`config.mk`:
```
export PLATFORM = sky130hd
export DESIGN_NAME = alu_arbiter
export DESIGN_NICKNAME = d
export VERILOG_FILES = /design/src/rtl/alu_arbiter.sv
export SDC_FILE = /design/constraint.sdc
export NUM_CORES = 1
export LEC_CHECK = 0
export ABC_AREA = 1
export CELL_PAD_IN_SITES_DETAIL_PLACEMENT = 0
export CELL_PAD_IN_SITES_GLOBAL_PLACEMENT = 1
export CORE_MARGIN = 2
export CORE_UTILIZATION = 25
export DETAILED_ROUTE_END_ITERATION = 6
export PLACE_DENSITY_LB_ADDON = 0.1
export SYNTH_ARGS = -nofsm -noshare
export SYNTH_HDL_FRONTEND = slang
export SYNTH_SLANG_ARGS = --single-unit
```
`constraint.sdc`:
```
create_clock -name clk -period 4.1 [get_ports clk]
set_input_delay 1.23 -clock clk [delete_from_list [all_inputs] [get_ports clk]]
set_output_delay 1.23 -clock clk [all_outputs]
set_load 0.02 [all_outputs]
```
`src/rtl/alu_arbiter.sv`:
```
`default_nettype none
// ============================================================================
// Module   : alu_arbiter
// Summary  : Shares one pipelined ALU between two valid/ready requesters and
//            routes each result back to its originator in issue order.
//            Define ALU_ARB_FIXED_PRIO_EN for fixed priority (port 0 wins);
//            otherwise contended cycles are resolved round-robin.
// Revision : 1.0 - initial release
// ============================================================================
module alu_arbiter #(
    parameter int DATA_WIDTH   = 32,
    parameter int CTRL_WIDTH   = 6,
    parameter int STATUS_WIDTH = 4,
    parameter int SHAMT_WIDTH  = 5,
    parameter int DELAY        = 0
) (
    input  logic                      clk,
    input  logic                      rst,
    input  logic                      flush,
    input  logic [1:0]                req_valid,
    output logic [1:0]                req_ready,
    input  logic [4*DATA_WIDTH-1:0]   req_data,
    input  logic [2*CTRL_WIDTH-1:0]   req_ctrl,
    input  logic [2*SHAMT_WIDTH-1:0]  req_shamt,
    output logic [1:0]                rsp_valid,
    output logic [DATA_WIDTH-1:0]     rsp_data,
    output logic [STATUS_WIDTH-1:0]   rsp_status,
    output logic [2*DATA_WIDTH-1:0]   alu_dataIn,
    output logic [CTRL_WIDTH-1:0]     alu_ctrl,
    output logic [SHAMT_WIDTH-1:0]    alu_shamt,
    input  logic [DATA_WIDTH-1:0]     alu_dataOut,
    input  logic [STATUS_WIDTH-1:0]   alu_status
);

    logic [1:0]              grant;
    logic                    handshake;
    logic                    grant_id;

    logic [2*DATA_WIDTH-1:0] sel_data;
    logic [CTRL_WIDTH-1:0]   sel_ctrl;
    logic [SHAMT_WIDTH-1:0]  sel_shamt;

    logic [2*DATA_WIDTH-1:0] issue_data_q,  issue_data_d;
    logic [CTRL_WIDTH-1:0]   issue_ctrl_q,  issue_ctrl_d;
    logic [SHAMT_WIDTH-1:0]  issue_shamt_q, issue_shamt_d;

    logic [DELAY:0]          tag_vld_q, tag_vld_d;
    logic [DELAY:0]          tag_id_q,  tag_id_d;

    logic                    rsp_fire;
    logic [1:0]              rsp_valid_q,  rsp_valid_d;
    logic [DATA_WIDTH-1:0]   rsp_data_q,   rsp_data_d;
    logic [STATUS_WIDTH-1:0] rsp_status_q, rsp_status_d;

`ifndef ALU_ARB_FIXED_PRIO_EN
    logic                    rr_last_q, rr_last_d;
`endif

    // Grant is gated by rst so req_ready reads 0 while reset is asserted.
    always_comb begin
        grant = 2'b00;
        if (!rst && !flush) begin
            case (req_valid)
                2'b01:   grant = 2'b01;
                2'b10:   grant = 2'b10;
                2'b11: begin
`ifdef ALU_ARB_FIXED_PRIO_EN
                    grant = 2'b01;
`else
                    grant = rr_last_q ? 2'b01 : 2'b10;
`endif
                end
                default: grant = 2'b00;
            endcase
        end
    end

    assign req_ready = grant;
    assign handshake = |grant;
    assign grant_id  = grant[1];

    always_comb begin
        sel_data  = grant_id ? req_data[4*DATA_WIDTH-1:2*DATA_WIDTH]
                             : req_data[2*DATA_WIDTH-1:0];
        sel_ctrl  = grant_id ? req_ctrl[2*CTRL_WIDTH-1:CTRL_WIDTH]
                             : req_ctrl[CTRL_WIDTH-1:0];
        sel_shamt = grant_id ? req_shamt[2*SHAMT_WIDTH-1:SHAMT_WIDTH]
                             : req_shamt[SHAMT_WIDTH-1:0];
    end

`ifndef ALU_ARB_FIXED_PRIO_EN
    assign rr_last_d = handshake ? grant_id : rr_last_q;

    always_ff @(posedge clk or posedge rst) begin
        if (rst) begin
            rr_last_q <= 1'b1;
        end else begin
            rr_last_q <= rr_last_d;
        end
    end
`endif

    always_comb begin
        issue_data_d  = issue_data_q;
        issue_ctrl_d  = issue_ctrl_q;
        issue_shamt_d = issue_shamt_q;
        if (handshake) begin
            issue_data_d  = sel_data;
            issue_ctrl_d  = sel_ctrl;
            issue_shamt_d = sel_shamt;
        end
    end

    always_ff @(posedge clk or posedge rst) begin
        if (rst) begin
            issue_data_q  <= '0;
            issue_ctrl_q  <= '0;
            issue_shamt_q <= '0;
        end else begin
            issue_data_q  <= issue_data_d;
            issue_ctrl_q  <= issue_ctrl_d;
            issue_shamt_q <= issue_shamt_d;
        end
    end

    assign alu_dataIn = issue_data_q;
    assign alu_ctrl   = issue_ctrl_q;
    assign alu_shamt  = issue_shamt_q;

    // Stage k holds the op whose ALU inputs were presented k cycles ago;
    // stage DELAY lines up with a valid alu_dataOut. No handshake occurs
    // during flush, so stage 0 is already clear then.
    assign tag_vld_d[0] = handshake;
    assign tag_id_d[0]  = grant_id;

    generate
        if (DELAY > 0) begin : g_tag_shift
            assign tag_vld_d[DELAY:1] = flush ? '0 : tag_vld_q[DELAY-1:0];
            assign tag_id_d[DELAY:1]  = tag_id_q[DELAY-1:0];
        end
    endgenerate

    always_ff @(posedge clk or posedge rst) begin
        if (rst) begin
            tag_vld_q <= '0;
            tag_id_q  <= '0;
        end else begin
            tag_vld_q <= tag_vld_d;
            tag_id_q  <= tag_id_d;
        end
    end

    // Capture is suppressed on flush so rsp_data/status never move without a strobe.
    assign rsp_fire = tag_vld_q[DELAY] && !flush;

    always_comb begin
        rsp_valid_d  = 2'b00;
        rsp_data_d   = rsp_data_q;
        rsp_status_d = rsp_status_q;
        if (rsp_fire) begin
            rsp_valid_d  = tag_id_q[DELAY] ? 2'b10 : 2'b01;
            rsp_data_d   = alu_dataOut;
            rsp_status_d = alu_status;
        end
    end

    always_ff @(posedge clk or posedge rst) begin
        if (rst) begin
            rsp_valid_q  <= 2'b00;
            rsp_data_q   <= '0;
            rsp_status_q <= '0;
        end else begin
            rsp_valid_q  <= rsp_valid_d;
            rsp_data_q   <= rsp_data_d;
            rsp_status_q <= rsp_status_d;
        end
    end

    assign rsp_valid  = rsp_valid_q;
    assign rsp_data   = rsp_data_q;
    assign rsp_status = rsp_status_q;

endmodule
`default_nettype wire

```
==> impl_results.md, run 1 <==
* CTS buffer count at 17
* Vias in the first global route at 5912
* Core footprint at 23500 µm²
* Top routing layer used: met5
* Worst clock skew at 8.07 ps
* Post-Syn Area at 5980 µm²
* Pre-CTS WS at 14.7 ps
* Vias at 6172
* Synth unique cells at 17
* Worst setup margin at 82.4 ps
* Unrepaired setup endpoints after global routing: no
* LEAKAGE at 5.06 nW
* Crit path required time at 2870 ps
* CP Cell Sequence: clkdlybuf4s50_1, nor2_4, nand3_4, inv_1, clkdlybuf4s50_1
* Number of synthesis warnings at 0
* Initial DRT Pass Iterations at 6
* Die W at 159 µm
* Port buffer count at 305
* Final std cells w/o fill at 1433
* Post-Route WL at 22.4 mm
* First-pass GRT wire length at 34.0 mm
* FP Rows at 56
* Final net count at 1292
* Crit path launch: rst
* Hold path start: tag_id_q$_DFF_PP0_
* Internal power at 2.83 mW
* Status: finished clean
* CP arrival at 2790 ps
* Flops & latches, synth at 116
* Fin crit period at 4020 ps
* R2r setup slk at 2250 ps
* Commonest non-fill, non-tap cell in the layout: clkdlybuf4s50_1
* Max H-tree Level at 4
* Met2 wire length at 10.5 mm
* GRT Util Overall at 17.8%
* Slew Viols, Final at 0
* Reg power frac at 34.6%
* Slew HR at 36.4%
* Met1 wire length at 9.84 mm
* Die area at 25200 µm²
* P per Cell Area at 420 nW/µm²
* DP HPWL at 14.2 mm
* Max IR drop VDD at 0.188 mV
* # Post-CTS Setup Buffers at 0
* Final setup fails at 0
* Combinational power share at 29.8%
* Maxcap violations at 0
* Max Root-Sink Buffers at 2
* Max Clk Rate at 249 MHz
* Startpoint Class: primary input
* I/O Pins at 306
* Hold-fix buffers at CTS at 0
* Clock-pin slew on the worst setup and hold paths at 50 ps
* Setup crit end kind: primary output
* Die H at 159 µm
* GPL Wtd Cong at 0.708
* Hold Slack at 422 ps
* Area Growth Syn to Fin at 65.1%
* Post-Syn Area per Cell at 7.25 µm²
* Switching share of total power at 31.7%
* Cell mode on critical path: clkdlybuf4s50_1
* Initial core utilization at 25.5%
* Root Driver: clkbuf_16
* DR iter-0 viols at 321
* Final Hold Viols at 0
* Drt wl/cell at 15.6 µm
* Post-route antenna net violation count at 0
* Critical path's slowest cell: clkdlybuf4s50_1
* Remaining global-route overflow at 0
* Final Cycle Share at 98.0%
* Crit path max fanout at 4
* Worst-Margin Slew at 954 ps
* Pin count of the biggest net entering global routing at 117
* Crit Path Class: in2out
* Clock Sinks at 116
* Sw Pwr at 1.31 mW
* DRC violations left at 0
* Metal3 WL at 1.82 mm
* Post-placement cell count at 1401
* Syn nets at 1016
* Synth Instances at 825
* Share of post-route cells with drive strength above 1 at 4.67%
* Routed vias/inst at 4.31
* Post-CTS sizing at 1
* Clock network fraction of total power at 35.6%
* Crit Reg-Reg Startpoint: rr_last_q$_DFFE_PP1P_
* Min-Delay Path Class: reg2reg
* Max incr delay on CP at 650 ps
* Seq/Total Area, Yosys at 48.6%
* Most frequent cells in the layout: 303 x clkdlybuf4s50_1, 299 x nand2_1, 153 x inv_1
* Fin Setup TNS at 0 ps
* Skew-Pair Late Insertion Delay at 410 ps
* CTS tree: built
* Antenna violations before repair at 2
==> final cells by class <==
type,instances,area (µm²)
diodes,1,2.50
clock buffers,17,425
clock inverters,14,158
fillers,2475,13600
inverters,156,589
multi-input cells,493,2220
flip-flops and latches,116,2900
well taps,319,399
repair buffers,317,3170
==> critical path: cells and delay by family <==
family / cells / cell delay [ps]
buffers and inverters: 3 / 1230
AND/OR/NAND/NOR: 2 / 330
==> layer usage <==
layer | up-vias | GRT usage, %
li1 | 3103 | -
met1 | 2855 | 23.4
met2 | 199 | 27.6
met3 | 13 | 6.29
met4 | 2 | 4.76
met5 | - | 0
==> kinds of logic (layout without fill, tap and decap cells) <==
kind of cell,Yosys count,in the layout,synth area share [%]
DFF,116,116,48.6
buffers and inverters,216,504,14.7
and+or+nand+nor,490,490,36.5
AOI/OAI and AO/OA,3,3,0.314
other,0,1,0
==> stage by stage <==
step | power [mW] | instance area (µm²) | utilization, %
2_1_floorplan | 2.01 | 5980 | -
3_3_place_gp | 2.70 | 9280 | 39.6
3_5_place_dp | 2.70 | 9280 | 39.6
4_1_cts | 4.22 | 9870 | 42.0
5_1_grt | 4.39 | 9870 | 42.0
6_report | 4.14 | 9870 | 42.0
==> registers in the layout, summed over array words and instances (netlist names), 2 cells and up <==
name / cells
alu_ctrl: 6
rsp_status: 4
rsp_data: 32
alu_shamt: 5
rsp_valid: 2
alu_dataIn: 64
==> synthesized netlist by cell type, drive strengths merged <==
library cell	instances	area [µm²]
a21oi	1	5.00
buf	45	234
clkbuf	15	56.3
dfrtp	115	2880
dfstp	1	26.3
inv	156	586
nand2	300	1130
nand3	112	566
nand4	75	469
nor2	3	18.8
o21ai	2	13.8
==> path summary, 6_finish.rpt <==
| kind | end | cells past startpoint |
|---|---|---|
| setup reg to reg | alu_dataIn[22]$_DFFE_PP0P_ | 6 |
| setup / recovery | req_ready[1] | 5 |
| max in group asynchronous | alu_dataIn[40]$_DFFE_PP0P_ | 3 |
| min in group asynchronous | rsp_data[9]$_DFFE_PP0P_ | 3 |
| hold reg to reg | rsp_valid[0]$_DFF_PP0_ | 1 |
| hold / removal | rsp_valid[0]$_DFF_PP0_ | 1 |
==> power by group through the flow <==
stage | logic [mW] | clock network, mW | registers [mW]
finish | 1.24 | 1.48 | 1.43
global route | 1.34 | 1.59 | 1.46
CTS | 1.26 | 1.52 | 1.44
detailed placement | 1.25 | 0 | 1.45
global placement | 1.25 | 0 | 1.45
floorplan | 0.321 | 0 | 1.69
(Power assumes the default switching activity.)
==> inputs of run 2 (changes only) <==
ABC_AREA = unset   (was 1)
==> impl_results.md, run 2 <==
* Crit path max fanout at 3 (-1)
* Seq/Total Area, Yosys at 54.6% (+6.0 points)
* Reg power frac at 34.0% (-0.6 points)
* Final Hold Viols at 0 (unchanged)
* Footprint of the multi-input gates at 1930 µm² (-13%)
* Most frequent cells in the layout: 303 x clkdlybuf4s50_1, 115 x dfrtp_1, 77 x inv_1
* Die area at 22500 µm² (-11%)
* Fin crit period at 3820 ps (-199 ps)
* Synth unique cells at 21 (+4)
* Post-synthesis adder-cell area fraction at 0% (unchanged)
* Post-Syn Area at 5320 µm² (-11%)
* Sequential Area at 2900 µm² (unchanged)
* Post-Syn Area per Cell at 10.2 µm² (+41%)
* FP Rows at 53 (-5.4%)
* Share of post-route cells with drive strength above 1 at 11.3% (+6.7 points)
* Clock network fraction of total power at 35.9% (+0.3 points)
* LEAKAGE at 3.78 nW (-25%)
* Post-synth EDFFs at 0 (unchanged)
* Die H at 150 µm (-5.5%)
* Area Growth Syn to Fin at 74.4%
* Area fraction in compound gates after synthesis at 19.7% (+19 points)
* Slew HR at 38.0% (+1.6 points)
* DRC violations left at 0 (unchanged)
* Synth top cells by count: 115 x dfrtp_1, 78 x inv_1, 75 x nand3_1
* DP HPWL at 13.6 mm (-4.4%)
* DR iter-0 viols at 263 (-18%)
* Clock-pin slew on the worst setup and hold paths at 60 ps (about the same)
* CTS tree: built
* Post-Synth XOR/XNOR Area at 0% (unchanged)
* Antenna violations before repair at 0 (-2)
* Initial DRT Pass Iterations at 4 (-2)
* Final net count at 999 (-23%)
* Pin count of the biggest net entering global routing at 77 (-34%)
* Max Clk Rate at 262 MHz (+5.2%)
* Core footprint at 21000 µm² (-11%)
* Syn nets at 711 (-30%)
* Number of synthesis warnings at 0 (unchanged)
* First-pass GRT wire length at 30.9 mm (-9.2%)
* GPL Wtd Cong at 0.760 (+7.3%)
* Unrepaired setup endpoints after global routing: no
* Fin area at 9290 µm² (-5.9%)
* Async SR Flop Fraction at 100% (unchanged)
* I/O Pins at 306 (unchanged)
* Synth area leader: dfrtp_1
* Mux cell area share after synthesis at 7.62% (+7.6 points)
* Count leader, synth: dfrtp_1
* Status: finished clean
* Commonest non-fill, non-tap cell in the layout: clkdlybuf4s50_1
* Synth top area share at 54.1% (+5.9 points)
* GRT Util Overall at 17.8% (+0.085 points)
* Internal power at 3.01 mW (+6.4%)
* Worst clock skew at 6.99 ps (-1.08 ps)
* CTS buffer count at 17 (unchanged)
* CP arrival at 2590 ps (-200 ps)
* P per Cell Area at 465 nW/µm² (+11%)
* Post-synth top flop: dfrtp_1
* Max Root-Sink Buffers at 2 (unchanged)
* Final Cycle Share at 93.1% (-4.9 points)
* Clock Sinks at 116 (unchanged)
* Setup crit end kind: primary output
* Sw Pwr at 1.30 mW (-0.74%)
* Max H-tree Level at 4 (unchanged)
* Maxcap violations at 0 (unchanged)
* Startpoint Class: primary input
* Fillers at 2003 (-19%)
* Drt wl/cell at 18.4 µm (+18%)
* Crit Path Class: in2out
* Switching share of total power at 30.2% (-1.5 points)
* Slew Viols, Final at 0 (unchanged)
* Die W at 150 µm (-5.5%)
* Leading cell types by total area after synthesis: dfrtp_1 54%, o311ai_1 8.2%, mux2_2 7.6%
* Routed vias/inst at 4.81 (+12%)
* Final setup fails at 0 (unchanged)
* Port buffer count at 305 (unchanged)
* Flops & latches, synth at 116 (unchanged)
* Post-Route WL at 20.2 mm (-9.8%)
* Vias in the first global route at 5480 (-7.3%)
* Simple-gate portion of the synthesized area at 8.20% (-28 points)
* Initial core utilization at 25.4% (-0.069 points)
* DP Area at 8670 µm² (-6.6%)
* Synth Instances at 520 (-37%)
* Diode count at 0 (-1)
* Post-route antenna net violation count at 0 (unchanged)
* Total Power at 4.32 mW (+4.1%)
* Main combinational cell family by area after synthesis: compound AO/OA/AOI/OAI gates
* Combinational power share at 30.1% (+0.3 points)
* Skew-Pair Late Insertion Delay at 410 ps (about the same)
* Crit path required time at 2870 ps (about the same)
* Vias at 5272 (-15%)
* R2r setup slk at 2350 ps (+100 ps)
* Remaining global-route overflow at 0 (unchanged)
* Min-Delay Path Class: reg2reg
* Worst-Margin Slew at 931 ps (-23.9 ps)
* Max IR drop VDD at 0.252 mV (+34%)
* Root Driver: clkbuf_16
* Hold-fix buffers at CTS at 0 (unchanged)
* Largest register FFs at 64 (unchanged)
==> run 2: power groups by stage <==
stage                     Sequential (mW)  Combinational, mW  Clock (mW)
after global routing                 1.49               1.39        1.65
after floorplan                      1.74              0.314           0
after detailed placement             1.49               1.32           0
after CTS                            1.47               1.32        1.59
after global placement               1.48               1.31           0
final                                1.47               1.30        1.55
==> run 2: worst max-delay path, stage by stage <==
cell and delay [ps]:
clkdlybuf4s50_1 540, nor3b_4 250, and2_4 180, dlygate4sd2_1 380
==> run 2: area by class of cell <==
| cell class | instances | area share (%) |
|---|---|---|
| Clock inverter | 14 | 1.91 |
| Sequential cell | 116 | 31.3 |
| Timing Repair Buffer | 321 | 34.4 |
| Multi-Input combinational cell | 274 | 20.8 |
| Inverter | 78 | 3.19 |
| Clock buffer | 18 | 4.73 |
| Tap cell | 275 | 3.71 |
==> run 2: cells by family (layout without fill, tap and decap cells) <==
kind of cell | count (synthesis) | after routing
and+or+nand+nor | 85 | 85
DFF | 116 | 116
muxes | 36 | 36
buffers and inverters | 130 | 431
AOI/OAI and AO/OA | 153 | 153
==> run 2: through the flow <==
step | cells | utilization, % | hold WS (ps) | setup slack, ps | TNS, ps
floorplan | 520 | - | 394 | 866 | 0
global placement | 1064 | 41.4 | 406 | -29.6 | -29.6
detailed placement | 1064 | 41.4 | 416 | -43.4 | -43.4
CTS | 1096 | 44.3 | 425 | 222 | 0
global route | 1096 | 44.3 | 428 | 201 | 0
finish | 1096 | 44.3 | 424 | 282 | 0
==> run 2: what timing repair did <==
item,in CTS,in global routing
gates resized for setup,2,0
endpoints found under the hold margin,0,0
endpoints found under the setup margin,2,0
buffers inserted,0,0
==> run 2: path summary, 6_finish.rpt <==
check                                           start                         end  cells after the start
worst max-delay path                            flush                req_ready[1]                      4
worst min-delay path               tag_id_q$_DFF_PP0_      rsp_valid[0]$_DFF_PP0_                      1
worst max register to register  rr_last_q$_DFFE_PP1P_  alu_dataIn[47]$_DFFE_PP0P_                      4
worst min register to register     tag_id_q$_DFF_PP0_      rsp_valid[0]$_DFF_PP0_                      1
max in group asynchronous                         rst  alu_dataIn[18]$_DFFE_PP0P_                      4
min in group asynchronous                         rst  alu_dataIn[45]$_DFFE_PP0P_                      4
==> run 2: metal layers <==
metal  global-route usage (%)  routed length [µm]  vias to the layer above
met4                     5.28                 321                        0
met1                     22.3                8450                     2587
met2                     29.2                9660                      210
met3                     5.95                1740                       20
li1                         -                   -                     2455
met5                        0                   0                        -
